**src/rtl/difftest_commit_queue.sv**
```systemverilog
`default_nettype none
// ----------------------------------------------------------------------------
// difftest_commit_queue: FIFO between CMT commit groups and the difftest sink,
// with retired-instruction counter, sticky overflow flag and hang watchdog.
// Revision: 1.0
// ----------------------------------------------------------------------------
module difftest_commit_queue #(
  parameter int CONFIG_DW             = 64,
  parameter int CONFIG_P_COMMIT_WIDTH = 1,
  parameter int CONFIG_PC_W           = 30,
  parameter int CONFIG_INSN_DW        = 32,
  parameter int CONFIG_LRF_AW         = 5,
  parameter int CONFIG_P_DEPTH        = 3,
  parameter int CONFIG_TIMEOUT_W      = 16
) (
  input  logic                                                      clk,
  input  logic                                                      rst,
  input  logic [(1<<CONFIG_P_COMMIT_WIDTH)-1:0]                     cmt_valid,
  input  logic [CONFIG_PC_W*(1<<CONFIG_P_COMMIT_WIDTH)-1:0]         cmt_pc,
  input  logic [CONFIG_INSN_DW*(1<<CONFIG_P_COMMIT_WIDTH)-1:0]      cmt_ins,
  input  logic [(1<<CONFIG_P_COMMIT_WIDTH)-1:0]                     cmt_wen,
  input  logic [CONFIG_LRF_AW*(1<<CONFIG_P_COMMIT_WIDTH)-1:0]       cmt_wnum,
  input  logic [CONFIG_DW*(1<<CONFIG_P_COMMIT_WIDTH)-1:0]           cmt_wdat,
  input  logic                                                      cmt_excp,
  input  logic [7:0]                                                cmt_excp_vect,
  input  logic                                                      timeout_en,
  output logic                                                      dft_stall,
  output logic                                                      out_valid,
  input  logic                                                      out_ready,
  output logic [(1<<CONFIG_P_COMMIT_WIDTH)-1:0]                     out_cmt_valid,
  output logic [CONFIG_PC_W*(1<<CONFIG_P_COMMIT_WIDTH)-1:0]         out_pc,
  output logic [CONFIG_INSN_DW*(1<<CONFIG_P_COMMIT_WIDTH)-1:0]      out_ins,
  output logic [(1<<CONFIG_P_COMMIT_WIDTH)-1:0]                     out_wen,
  output logic [CONFIG_LRF_AW*(1<<CONFIG_P_COMMIT_WIDTH)-1:0]       out_wnum,
  output logic [CONFIG_DW*(1<<CONFIG_P_COMMIT_WIDTH)-1:0]           out_wdat,
  output logic                                                      out_excp,
  output logic [7:0]                                                out_excp_vect,
  output logic [63:0]                                               instret,
  output logic                                                      ovf,
  output logic                                                      hang
);

  localparam int CW    = 1 << CONFIG_P_COMMIT_WIDTH;
  localparam int DEPTH = 1 << CONFIG_P_DEPTH;
  localparam int AW    = CONFIG_P_DEPTH;
  localparam int CNT_W = CONFIG_P_DEPTH + 1;
  localparam logic [CNT_W-1:0]            FULL_CNT  = CNT_W'(DEPTH);
  localparam logic [CNT_W-1:0]            STALL_CNT = CNT_W'(DEPTH - 1);
  localparam logic [CONFIG_TIMEOUT_W-1:0] TMAX      = '1;

  // Entry storage carries no reset; out_valid qualifies it.
  logic [CW-1:0]                mem_valid [DEPTH];
  logic [CONFIG_PC_W*CW-1:0]    mem_pc    [DEPTH];
  logic [CONFIG_INSN_DW*CW-1:0] mem_ins   [DEPTH];
  logic [CW-1:0]                mem_wen   [DEPTH];
  logic [CONFIG_LRF_AW*CW-1:0]  mem_wnum  [DEPTH];
  logic [CONFIG_DW*CW-1:0]      mem_wdat  [DEPTH];
  logic                         mem_excp  [DEPTH];
  logic [7:0]                   mem_vect  [DEPTH];

  logic [AW-1:0]               wptr_q, wptr_d;
  logic [AW-1:0]               rptr_q, rptr_d;
  logic [CNT_W-1:0]            count_q, count_d;
  logic [63:0]                 instret_q, instret_d;
  logic [CONFIG_TIMEOUT_W-1:0] wdog_q, wdog_d;
  logic                        ovf_q, ovf_d;
  logic                        hang_q, hang_d;
  logic                        dft_stall_q, dft_stall_d;

  logic        push_req;
  logic        pop;
  logic        accept;
  logic [63:0] lane_cnt;

  assign out_valid = (count_q != '0);
  assign push_req  = (|cmt_valid) | cmt_excp;
  assign pop       = out_valid & out_ready;
  // A full queue still takes a group when the head leaves on the same edge.
  assign accept    = push_req & ((count_q < FULL_CNT) | pop);

  always_comb begin
    lane_cnt = '0;
    for (int i = 0; i < CW; i++) begin
      lane_cnt = lane_cnt + 64'(cmt_valid[i]);
    end
  end

  always_comb begin
    wptr_d      = wptr_q;
    rptr_d      = rptr_q;
    count_d     = count_q;
    instret_d   = instret_q;
    wdog_d      = wdog_q;
    ovf_d       = ovf_q;
    hang_d      = hang_q;

    if (accept) begin
      wptr_d    = wptr_q + AW'(1);
      instret_d = instret_q + lane_cnt;
    end
    if (pop) begin
      rptr_d = rptr_q + AW'(1);
    end
    case ({accept, pop})
      2'b10:   count_d = count_q + CNT_W'(1);
      2'b01:   count_d = count_q - CNT_W'(1);
      default: count_d = count_q;
    endcase
    if (push_req && !accept) begin
      ovf_d = 1'b1;
    end

    // Exception-only groups do not count as forward progress.
    if (!timeout_en) begin
      wdog_d = '0;
    end else if (accept && (|cmt_valid)) begin
      wdog_d = '0;
    end else if (wdog_q != TMAX) begin
      wdog_d = wdog_q + CONFIG_TIMEOUT_W'(1);
    end
    if (timeout_en && (wdog_d == TMAX)) begin
      hang_d = 1'b1;
    end

    dft_stall_d = (count_d >= STALL_CNT);
  end

  always_ff @(posedge clk or negedge rst) begin
    if (!rst) begin
      wptr_q      <= '0;
      rptr_q      <= '0;
      count_q     <= '0;
      instret_q   <= '0;
      wdog_q      <= '0;
      ovf_q       <= 1'b0;
      hang_q      <= 1'b0;
      dft_stall_q <= 1'b0;
    end else begin
      wptr_q      <= wptr_d;
      rptr_q      <= rptr_d;
      count_q     <= count_d;
      instret_q   <= instret_d;
      wdog_q      <= wdog_d;
      ovf_q       <= ovf_d;
      hang_q      <= hang_d;
      dft_stall_q <= dft_stall_d;
    end
  end

  always_ff @(posedge clk) begin
    if (accept) begin
      mem_valid[wptr_q] <= cmt_valid;
      mem_pc[wptr_q]    <= cmt_pc;
      mem_ins[wptr_q]   <= cmt_ins;
      mem_wen[wptr_q]   <= cmt_valid & cmt_wen;
      mem_wnum[wptr_q]  <= cmt_wnum;
      mem_wdat[wptr_q]  <= cmt_wdat;
      mem_excp[wptr_q]  <= cmt_excp;
      mem_vect[wptr_q]  <= cmt_excp_vect;
    end
  end

  assign out_cmt_valid = mem_valid[rptr_q];
  assign out_pc        = mem_pc[rptr_q];
  assign out_ins       = mem_ins[rptr_q];
  assign out_wen       = mem_wen[rptr_q];
  assign out_wnum      = mem_wnum[rptr_q];
  assign out_wdat      = mem_wdat[rptr_q];
  assign out_excp      = mem_excp[rptr_q];
  assign out_excp_vect = mem_vect[rptr_q];

  assign instret   = instret_q;
  assign ovf       = ovf_q;
  assign hang      = hang_q;
  assign dft_stall = dft_stall_q;

endmodule
`default_nettype wire

```
**config.mk**
```make
export PLATFORM = sky130hd
export DESIGN_NAME = difftest_commit_queue
export DESIGN_NICKNAME = d
export VERILOG_FILES = /design/src/rtl/difftest_commit_queue.sv
export SDC_FILE = /design/constraint.sdc
export NUM_CORES = 2
export LEC_CHECK = 0
export BUFFER_PORTS_ARGS = -buffer_cell sky130_fd_sc_hd__buf_2
export CAP_MARGIN = 20
export CORE_MARGIN = 2
export CORE_UTILIZATION = 55
export CTS_CLUSTER_DIAMETER = 80
export CTS_CLUSTER_SIZE = 10
export DETAILED_ROUTE_END_ITERATION = 16
export PLACE_DENSITY = 0.77
export SLEW_MARGIN = 20
export SYNTH_ARGS = -nofsm -noshare
export SYNTH_HDL_FRONTEND = slang
export SYNTH_SLANG_ARGS = --single-unit
export TNS_END_PERCENT = 1
```
**constraint.sdc**
```tcl
create_clock -name clk -period 64.2 [get_ports clk]
set_clock_uncertainty 0.15 [all_clocks]
set_input_delay 6.42 -clock clk [delete_from_list [all_inputs] [get_ports clk]]
set_output_delay 6.42 -clock clk [all_outputs]
set_load 0.005 [all_outputs]
```
-- Word-level counts from Yosys, hierarchy flattened
Memories as Yosys holds them, arrays and structs flattened.
Cells that the tools add are included.
- register bits: 93
- RAM bits: 2200
- input port bits: 279
- logic and storage cells: 46
- memories: 8
- add/subtract/negate cells: 7
- $lt $le $gt $ge: 2
- equality and inequality tests: 4
- multiplexer cells: 6
- bitwise logic cells: 5
- reductions and logical operators: 6
- memories (memory ; words ; width ; read ports ; clocked after memory_dff ; wr ports ; line ; source):
    mem_wdat ; 8 ; 128 ; 1 ; 0 ; 1 ; 57 ; logic [CONFIG_DW*CW-1:0] mem_wdat [DEPTH];
    mem_ins ; 8 ; 64 ; 1 ; 0 ; 1 ; 54 ; logic [CONFIG_INSN_DW*CW-1:0] mem_ins [DEPTH];
    mem_pc ; 8 ; 60 ; 1 ; 0 ; 1 ; 53 ; logic [CONFIG_PC_W*CW-1:0] mem_pc [DEPTH];
    mem_wnum ; 8 ; 10 ; 1 ; 0 ; 1 ; 56 ; logic [CONFIG_LRF_AW*CW-1:0] mem_wnum [DEPTH];
    mem_vect ; 8 ; 8 ; 1 ; 0 ; 1 ; 59 ; logic [7:0] mem_vect [DEPTH];
    mem_valid ; 8 ; 2 ; 1 ; 0 ; 1 ; 52 ; logic [CW-1:0] mem_valid [DEPTH];
    2 more memories ; - ; - ; - ; - ; - ; - ;
- operator list (cell ; count):
    adder 64 x 2 -> 64 bit ; 1
    two-way mux 16 bit ; 3
    adder 16 x 1 -> 16 bit, second input constant ; 1
    equality test 16 bit, second input constant ; 1
    inequality test 16 bit, second input constant ; 1
    one-hot mux 4 bit (2 select lines) ; 1
    adder 3 x 1 -> 3 bit, second input constant ; 2
    adder 4 x 1 -> 4 bit, second input constant ; 1
    greater-or-equal comparator 4 x 3 -> 1 bit, second input constant ; 1
    < comparator 4 bit, second input constant ; 1
    nonzero test 4 bit ; 1
    subtractor 4 x 1 -> 4 bit, second input constant ; 1
    logical AND 1 bit ; 3
    adder 1 x 1 -> 2 bit ; 1
    AND 1 bit ; 2
    AND 2 bit ; 1
    equality test 2 x 1 -> 1 bit, second input constant ; 1
    equality test 2 bit, second input constant ; 1
    two-way mux 1 bit ; 2
    bitwise OR 1 bit ; 2
    OR reduction 2 bit ; 1
    logical NOT 1 bit ; 1

-- Longest topological paths before layout
- depth after elaboration: 9
- depth in mapped cells: 11
- mapped depth without buffers: 11

-- Worst setup path before layout
Ideal clock, no wire load.
- kind: input -> register
- start point: in cmt_valid[0]
- end point: mem mem_excp[2], enable pin
- arrival: 34.931 ns
- data required time: 62.372 ns
- path slack: 27.441 ns
- stages on the path: 4
- buffers on the path: 0
- cell sequence: nor3_1 nor2_1 clkinv_1 nor4b_1
- longest elaborated chain between the ends: 5
- ends and longest elaborated chain (element ; line ; source):
    from (decl) ; 18 ; input logic [(1<<CONFIG_P_COMMIT_WIDTH)-1:0] cmt_valid,
    OR reduction 2 bit ; 76 ; assign push_req = (|cmt_valid) | cmt_excp;
    bitwise OR 1 bit ; 76 ;
    AND 1 bit ; 79 ; assign accept = push_req & ((count_q < FULL_CNT) | pop);
    two-way mux 1 bit ; 151 ; if (accept) begin
    two-way mux 1 bit (not written as such) ; 158 ; mem_excp[wptr_q] <= cmt_excp;
    to (decl) ; 58 ; logic mem_excp [DEPTH];
No other way between the ends.

-- Final worst setup path
- start point: reg rptr_q[0]
- end point: out out_pc[29]
- longest elaborated chain between the ends: 1
- ends and longest elaborated chain (element ; line ; source):
    from (decl) ; 62 ; logic [AW-1:0] rptr_q, rptr_d;
    from (signal assigned) ; 140 ; rptr_q <= rptr_d;
    memory (8 x 60 bit) ; - ;
    to (decl) ; 31 ; output logic [CONFIG_PC_W*(1<<CONFIG_P_COMMIT_WIDTH)-1:0] out_pc,
No other way between the ends.

==> flow_summary.toml <==
[status]
status = "completed"

[final_layout]
finish.instance_area_mm2 = 0.09982
nFillCells = 9915
finalNetCount = 4687
fin_util = 0.6383
area_delta_synth_final_pct = 15.06
drive_above_1_share = 0.4114

[hold_path]
min_from = "hang$_DFFE_PN0P_"
whs_path_depth = 2
hold_end = "hang$_DFFE_PN0P_"
worstHoldPathType = "reg2reg"

[die]
die-area_mm2 = 0.1609
placementRows = 145
initial_core_util = 0.5547
die_y_um = 401.2
core_mm2 = 0.1564
top_level_ports = 622
die_w_um = 401.2

[worst_setup_path]
critPathKind = "reg2out"
reg2reg_depth = 7
end_kind = "output port"
critPathArrivalTime_ns = 6.28
crit_top_cell = "buf_4"
path_max_fanout = 48
start_kind = "flop"
crit_chain = "buf_4 > buf_4 > buf_4 > buf_4 > mux4_2 > mux2_2 > buf_2"
cp_num_buf_inv = 5
critPathMaxStageDelay_ns = 0.91
cp_slowest_cell = "dfrtp_4"
worstReg2RegStart = "count_q[3]$_DFF_PN0_"
required_ns = 57.63
ff2ff_setup_slack_ns = 59.65
cp_top_family = "buffers and inverters"
rr_endpoint = "mem_wdat[6][21]$_DFFE_PP_"

[grt]
grt_pass1_vias = 41640
grt_usage = 0.2299
grt_overflow = 0
grt_start_max_net_pins = 160
antenna_found_initial = 63
grt_pass1_wl_um = 275100

[clock_tree]
clockBufferDepth = 4
clock_latency_ns = 0.85
clock-root-buffer = "clkbuf_16"
htree_levels = 5
post_cts_buffers = 0
clk_pin_slew_worst_paths_ns = 0.06
cts_tree = "yes"
cts-resized-gates = 0
postCtsHoldBufs = 0
numClockSinks = 2293
numCtsBuffers = 280

[timing]
slew_headroom = 0.2240
fmax_mhz = 77.84
tightestPinTransition_ns = 1.164
hold_viol = 0
whs_ns = 0.3061
timing.final.crit_period_ns = 12.85
setup-tns-final_ns = 0
slew_viol_final = 0
setup_violations = 0
period_share = 0.2001
rsz0062_at_grt = "false"

[logic_synthesis]
synth_cell_type_count = 56
avgSynthCellArea_um2 = 24.11
yosysMostFrequentCell = "edfxtp_1"
synth.top_cells.by_count = "2200 x edfxtp_1, 550 x mux4_2, 277 x mux2_2"
ys_ff_latch = 2293
synth_flop_cell = "edfxtp_1"
ys_top_cells_by_area = "edfxtp_1 76%, mux4_2 14%, mux2_2 3.6%"
yosys.area.top_type = "edfxtp_1"
synth.top_cell.area_share = 0.7615
syn_area_mm2 = 0.08675
synth-seq-area-share = 0.7883
syn-num-nets = 3887
synthArstFlopShare = 0.04056
yosysWarnings = 0
synth_edf_count = 2200
syn_inst = 3599

[drt]
drc = 0
drt_iter0_drc = 3694
viasPerCell = 6.152
dr_total_vias = 40110
detail-route-antenna-nets = 0
drt_wl_total_um = 184300
wire_per_inst_um = 28.27
dr.pass1.iters = 5

[power]
ir_drop_v = 0.00003780
total_power_w = 0.004794
leakagePower_nw = 33.18
power_density_mw_per_mm2 = 48.03

[placed_design]
port_buffers = 621
place_congestion = 0.7801
hpwl_um = 97810
place_area_mm2 = 0.09245

[flow_run]
cap_violations = 0
## report_power, final
group          internal (W)  switching, W
Combinational      0.000656      0.000746
Clock              0.000784      0.000533
Sequential          0.00198     0.0000941
## tightest hold or removal path: stages (launching register included)
cell,delay (ns)
dfrtp_1,0.33
inv_1,0.05
o41ai_2,0.04
## state kept, by name (all words and copies together) (netlist names)
signal,flops
mem_ins,512
wdog_q,16
count_q,4
ovf,1
dft_stall,1
mem_vect,64
rptr_q,3
mem_wdat,1024
mem_wen,16
wptr_q,3
mem_wnum,80
instret,64
mem_excp,8
mem_valid,16
hang,1
mem_pc,480
## metal layers
metal | vias to the layer above | global-route usage | routed length [um]
met5 | - | 0 | 439
met4 | 66 | 0.07832 | 5833
met3 | 413 | 0.06417 | 15570
met2 | 1708 | 0.3737 | 92100
met1 | 21160 | 0.3024 | 70370
li1 | 16760 | - | -
## area by class of cell
| class | instances | area [um2] | area share |
|---|---|---|---|
| timing repair buffer | 673 | 3696 | 0.03703 |
| multi-input combinational | 1141 | 17750 | 0.1778 |
| clock inverter | 9 | 68.82 | 0.0006894 |
| antenna | 23 | 57.56 | 0.0005766 |
| inverter | 10 | 37.54 | 0.0003760 |
| tap | 2058 | 2575 | 0.02580 |
| sequential | 2293 | 68400 | 0.6853 |
| clock buffer | 312 | 7233 | 0.07246 |
## worst max path at each step
| stage | slack, ns | end | cells after the start | from |
|---|---|---|---|---|
| global placement | 51.98 | out_pc[25] | 7 | rptr_q[0]$_DFFE_PN0P_ |
| global route | 50.67 | out_pc[29] | 7 | rptr_q[0]$_DFFE_PN0P_ |
| floorplan | 27.44 | mem_excp[2]$_DFFE_PP_ | 4 | cmt_valid[0] |
| detailed placement | 51.97 | out_pc[29] | 7 | rptr_q[0]$_DFFE_PN0P_ |
| CTS | 51.03 | out_pc[29] | 7 | rptr_q[0]$_DFFE_PN0P_ |
| finish | 51.35 | out_pc[29] | 7 | rptr_q[0]$_DFFE_PN0P_ |
## cells by family (layout without fill, tap and decap cells)
family / after synthesis / after routing / synth area share
xor gates and xnor gates: 76 / 76 / 0.007673
muxes: 830 / 830 / 0.1791
buffers and inverters: 165 / 1004 / 0.007629
other: 0 / 23 / 0
DFF: 2293 / 2293 / 0.7883
and+or+nand+nor: 200 / 200 / 0.01385
adders and majority gates: 9 / 9 / 0.001471
AOI/OAI and AO/OA: 26 / 26 / 0.001976
## through the flow
step / setup slack (ns) / instances
floorplan: 27.44 / 3599
global placement: 51.98 / 6175
detailed placement: 51.97 / 6175
CTS: 51.03 / 6496
global route: 50.67 / 6507
finish: 51.35 / 6519
## cells in the final DEF (no fill, tap or decap), drive strengths merged, types with 3 or more instances in the layout
cell / Yosys / final
diode: 0 / 23
nand4b: 3 / 3
dfrtp: 93 / 93
mux4: 550 / 550
mux2: 277 / 277
clkinv: 1 / 4
and2: 8 / 8
nor2: 22 / 22
or3: 3 / 3
o21ai: 7 / 7
mux2i: 3 / 3
edfxtp: 2200 / 2200
nor2b: 4 / 4
nand2: 52 / 52
nor4: 8 / 8
buf: 53 / 673
clkbuf: 102 / 312
nor3: 19 / 19
xor2: 23 / 23
or4: 4 / 4
xnor2: 53 / 53
nand4: 19 / 19
nand3: 22 / 22
inv: 9 / 14
nor3b: 3 / 3
and3: 16 / 16
a21oi: 7 / 7
and4: 12 / 12
ha: 7 / 7
Power figures use the tool's default switching activity.
